[src/rtl/seg_scan_driver.sv]
// rtl/seg_scan_driver.sv - multiplexed seven-segment scanner with double-buffered frames
module seg_scan_driver #(
    parameter int DIGITS         = 4,
    parameter int SCAN_DIV       = 50000,
    parameter int GUARD          = 16,
    parameter int SEG_ACTIVE_LOW = 1,
    parameter int SEL_ACTIVE_LOW = 1,
    parameter int BLANK_LZ       = 1
) (
    input  logic                  clk,
    input  logic                  rst,
    input  logic [4*DIGITS-1:0]   bcd_in,
    input  logic [DIGITS-1:0]     dp_in,
    input  logic                  load,
    output logic [6:0]            seg,
    output logic                  dp,
    output logic [DIGITS-1:0]     sel,
    output logic                  frame_done
);

    localparam int PW = (SCAN_DIV > 1) ? $clog2(SCAN_DIV) : 1;
    localparam int IW = (DIGITS > 1) ? $clog2(DIGITS) : 1;
    localparam logic [PW-1:0]     LAST_P  = PW'(SCAN_DIV - 1);
    localparam logic [PW-1:0]     GUARD_P = PW'(GUARD);
    localparam logic [IW-1:0]     LAST_I  = IW'(DIGITS - 1);
    localparam logic [6:0]        SEG_OFF = (SEG_ACTIVE_LOW != 0) ? 7'h7F : 7'h00;
    localparam logic              DP_OFF  = (SEG_ACTIVE_LOW != 0);
    localparam logic [DIGITS-1:0] SEL_OFF = (SEL_ACTIVE_LOW != 0) ? {DIGITS{1'b1}} : {DIGITS{1'b0}};

    logic [PW-1:0]       presc;
    logic [IW-1:0]       index;
    logic [4*DIGITS-1:0] staging, shadow;
    logic [DIGITS-1:0]   staging_dp, shadow_dp;
    logic                pending;

    logic                boundary;
    logic [3:0]          cur_nib;
    logic                cur_dp;
    logic                cur_blank;
    logic                zero_above;
    logic [DIGITS-1:0]   sel_act;
    logic [6:0]          seg_act;

    function automatic logic [6:0] decode(input logic [3:0] n);
        case (n)
            4'd0:    decode = 7'h3F;
            4'd1:    decode = 7'h06;
            4'd2:    decode = 7'h5B;
            4'd3:    decode = 7'h4F;
            4'd4:    decode = 7'h66;
            4'd5:    decode = 7'h6D;
            4'd6:    decode = 7'h7D;
            4'd7:    decode = 7'h07;
            4'd8:    decode = 7'h7F;
            4'd9:    decode = 7'h6F;
            default: decode = 7'h40;
        endcase
    endfunction

    assign boundary = (presc == LAST_P) && (index == LAST_I);

    // Walk digits from the top down so zero_above tells whether this digit and all above are zero.
    always_comb begin
        zero_above = 1'b1;
        cur_nib    = 4'd0;
        cur_dp     = 1'b0;
        cur_blank  = 1'b0;
        sel_act    = '0;
        for (int k = DIGITS - 1; k >= 0; k--) begin
            zero_above = zero_above & (shadow[4*k +: 4] == 4'd0);
            if (index == IW'(k)) begin
                cur_nib    = shadow[4*k +: 4];
                cur_dp     = shadow_dp[k];
                cur_blank  = zero_above && (k != 0) && (BLANK_LZ != 0);
                sel_act[k] = (presc >= GUARD_P);
            end
        end
        seg_act = cur_blank ? 7'h00 : decode(cur_nib);
    end

    always_ff @(posedge clk or negedge rst) begin
        if (!rst) begin
            presc      <= '0;
            index      <= '0;
            staging    <= '0;
            staging_dp <= '0;
            shadow     <= '0;
            shadow_dp  <= '0;
            pending    <= 1'b0;
            frame_done <= 1'b0;
            seg        <= SEG_OFF;
            dp         <= DP_OFF;
            sel        <= SEL_OFF;
        end else begin
            if (presc == LAST_P) begin
                presc <= '0;
                index <= (index == LAST_I) ? '0 : index + 1'b1;
            end else begin
                presc <= presc + 1'b1;
            end
            // A load on the boundary stays pending; the boundary takes the older staging value.
            if (load) begin
                staging    <= bcd_in;
                staging_dp <= dp_in;
                pending    <= 1'b1;
            end else if (boundary) begin
                pending    <= 1'b0;
            end
            if (boundary && pending) begin
                shadow    <= staging;
                shadow_dp <= staging_dp;
            end
            frame_done <= boundary;
            seg        <= seg_act ^ SEG_OFF;
            dp         <= cur_dp ^ DP_OFF;
            sel        <= sel_act ^ SEL_OFF;
        end
    end

endmodule

[config.mk]
export PLATFORM = sky130hd
export DESIGN_NAME = seg_scan_driver
export DESIGN_NICKNAME = d
export VERILOG_FILES = /design/src/rtl/seg_scan_driver.sv
export SDC_FILE = /design/constraint.sdc
export NUM_CORES = 1
export LEC_CHECK = 0
export CORE_UTILIZATION = 56
export CTS_CLUSTER_DIAMETER = 100
export DETAILED_ROUTE_END_ITERATION = 12
export GPL_ROUTABILITY_DRIVEN = 0
export PLACE_DENSITY_LB_ADDON = 0.08
export RECOVER_POWER = 50
export SKIP_LAST_GASP = 1
export SLEW_MARGIN = 20
export SYNTH_ARGS = -nofsm -noshare
export SYNTH_HDL_FRONTEND = slang
export SYNTH_SLANG_ARGS = --single-unit
[constraint.sdc]
create_clock -name clk -period 2.95 [get_ports clk]
set_clock_uncertainty 0.1 [all_clocks]
set_input_delay 0.59 -clock clk [delete_from_list [all_inputs] [get_ports clk]]
set_output_delay 0.59 -clock clk [all_outputs]
set_load 0.02 [all_outputs]
==> results of run 1 <==
-- path summary, 6_finish.rpt --
check	startpoint	endpoint	slack (ns)
min in group asynchronous	rst	presc[5]	0.49
setup reg to reg	index[0]	seg[1]	0.24
setup / recovery	index[0]	seg[1]	0.24
hold reg to reg	shadow_dp[0]	dp	0.33
hold / removal	shadow_dp[0]	dp	0.33
max in group asynchronous	rst	index[1]	0.57
-- logic make-up (layout without fill, tap and decap cells) --
| group | after synthesis | count (layout) |
|---|---|---|
| buffers and inverters | 16 | 66 |
| adder cells (fa/ha/maj) | 11 | 11 |
| XOR/XNOR | 13 | 13 |
| AND/OR/NAND/NOR | 73 | 73 |
| AO/OA/AOI/OAI | 34 | 34 |
| flip-flops | 72 | 72 |
| multiplexers | 41 | 41 |
-- worst max-delay path, cell delays in order (launching register included) --
cell	delay (ns)
dfrtp_1	0.41
ha_1	0.29
nor2b_1	0.34
a22oi_1	0.12
a21oi_1	0.39
ha_1	0.31
or3_1	0.38
nor2b_1	0.13
o21ai_0	0.15
-- registers in the layout, indices dropped and copies added (netlist names), 2 cells and up --
name	cells
sel	4
seg	7
presc	16
staging	16
shadow_dp	4
shadow	16
staging_dp	4
index	2
-- per-layer routing --
metal,track usage [%],up-vias
met3,4.88,12
li1,-,1003
met4,11.9,0
met5,0,-
met2,33.4,44
met1,28.9,1033
-- where the power goes --
part	switching, uW	internal (uW)
clock network	362	475
logic	32.5	50.5
registers	14.8	1010
-- through the flow --
stage	area (um2)	cells	worst slack (ns)	total power (uW)
finish	3920	382	0.238	1950
global route	3920	382	0.0325	2020
CTS	3930	382	0.272	1980
detailed placement	3710	366	0.303	1140
global placement	3710	366	0.399	1130
floorplan	3270	260	0.405	1080
-- area by class of cell --
type / count / area (um2)
inverters: 10 / 37.5
fillers: 414 / 1660
well taps: 72 / 90.1
clock buffers: 9 / 124
repair buffers: 40 / 379
clock inverters: 7 / 96.3
multi-input cells: 172 / 1370
flip-flops and latches: 72 / 1820
-- placed cells by master, fill, tap and decap left out, types with 2 or more instances in the layout --
cell type        count
and3_1               3
o21ai_0             11
dfrtp_1             60
nand3b_1             2
clkinvlp_4           3
nor4_2               2
mux2_2              21
or3_1                3
nand3_1              9
nor4_1               5
xnor2_1              5
xor2_1               8
o22ai_1              3
inv_1               10
nand2b_1             2
a22oi_1              3
buf_4                4
nor3_1               3
bufinv_16            2
ha_1                11
dfstp_2             12
nand2_1             19
nand4_1              4
a21oi_1              9
mux2_4              20
nor2b_1              4
nor2_1              13
clkbuf_8             9
clkdlybuf4s50_1     34
a21o_1               3
==> impl_metrics.ini, run 1 <==
[floorplan]
dieArea_mm2 = 0.00614
pin_count = 36
fp.dieW_um = 78.4
coreArea_mm2 = 0.00557
row_count = 27
start_util_pct = 58.6
die_height_um = 78.4

[routing]
drtIter0Drc = 90
dr.pass1.iters = 4
via_per_inst = 5.48
drc = 0
wl_met1_mm = 2.56
wirelength_mm = 5.64
ant_nets = 0
top_layer = met4
via_count = 2092
wire_per_inst_um = 14.8
wl_met2_mm = 2.74
wl_met3_um = 219

[timing]
fmax_mhz = 369
worstMarginPinSlew_ns = 1.49
finalHoldViolations = 0
setup_viol = 0
slew_headroom_pct = 0.852
min_period_ns = 2.71
rsz0062_at_grt = no
slew_violations = 0
finalSetupTns_ns = 0
whs_ns = 0.328
period_share_pct = 91.9

[yosys]
netlist_top_cells_area = dfrtp_1 (46%), dfstp_2 (9.7%), mux2_4 (9.2%), mux2_2 (7.2%), ha_1 (4.2%)
ys_seq_area_share_pct = 55.6
synth_compound_area_share_pct = 6.24
synthFlopType = dfrtp_1
yosys.area_share.simple_pct = 11.7
yosysMostFrequentCell = dfrtp_1
synth_warnings = 0
syn_area_mm2 = 0.00327
syn_inst = 260
synth_edf_count = 0
yosysTopAreaCell = dfrtp_1
yosys-top-cells-count = dfrtp_1 (60), mux2_2 (21), mux2_4 (20)
async_flop_share_pct = 100
synth_nets = 294
synth_top_family_by_area = multiplexers
synth_cell_type_count = 37
synthAdderAreaFrac_pct = 4.21
synth.top_cell.area_share_pct = 46.0
synthXorXnorAreaFrac_pct = 3.49
syn_area_per_cell_um2 = 12.6
synth_mux_area_share_pct = 16.4
synth-seq-cells = 72

[clock_network]
cts_tree = yes
path_clk_slew_ns = 0.07
insertion_delay_ns = 0.34
clock_path_buffers = 2
cts_max_level = 3
hold_buffers = 0
postCtsSetupRepairBufs = 0
ctsResizeCount = 0
cts-root-buf = clkbuf_8
cts_made_buffers = 9
clock_sinks = 72

[min_path]
hold_class = reg2reg
holdPathStages = 1

[worst_setup_path]
r2r_cells = 8
arrival_ns = 2.87
end_kind = flop
critPathLaunchType = flop
crit_type = reg2reg
cp.required_ns = 3.11
critPathMaxFanout = 6

[global_route]
grt_pass1_wl_mm = 10.0
grt_pass1_vias = 2123
grt_max_degree = 44
grt_usage_pct = 21.8
grt_overflow = 0
antenna_found_initial = 0

[placed_design]
portBuffers = 35
dp_hpwl_mm = 4.01

[power_and_ir_drop]
leakage_uw = 0.00179
peakVddDrop_uv = 503
p_per_area_mw_per_mm2 = 498

[finish]
final_util_pct = 70.3
syn_to_final_growth_pct = 19.9
layout-drive-gt1-share_pct = 25.2
nNetsFinal = 339
antenna_cells = 0

[job]
cap_violations = 1

[outcome]
violations = max-capacitance violations
status = finished, violations left
(Power assumes the default switching activity.)
==> run 2, diff against run 1 <==
--- a/config.mk
+++ b/config.mk
@@ -5,6 +5,7 @@
 export SDC_FILE = /design/constraint.sdc
 export NUM_CORES = 1
 export LEC_CHECK = 0
+export CAP_MARGIN = 15
 export CORE_UTILIZATION = 56
 export CTS_CLUSTER_DIAMETER = 100
 export DETAILED_ROUTE_END_ITERATION = 12
==> results of run 2 <==
Final layout, timing and power as in run 1 (identical DEF).
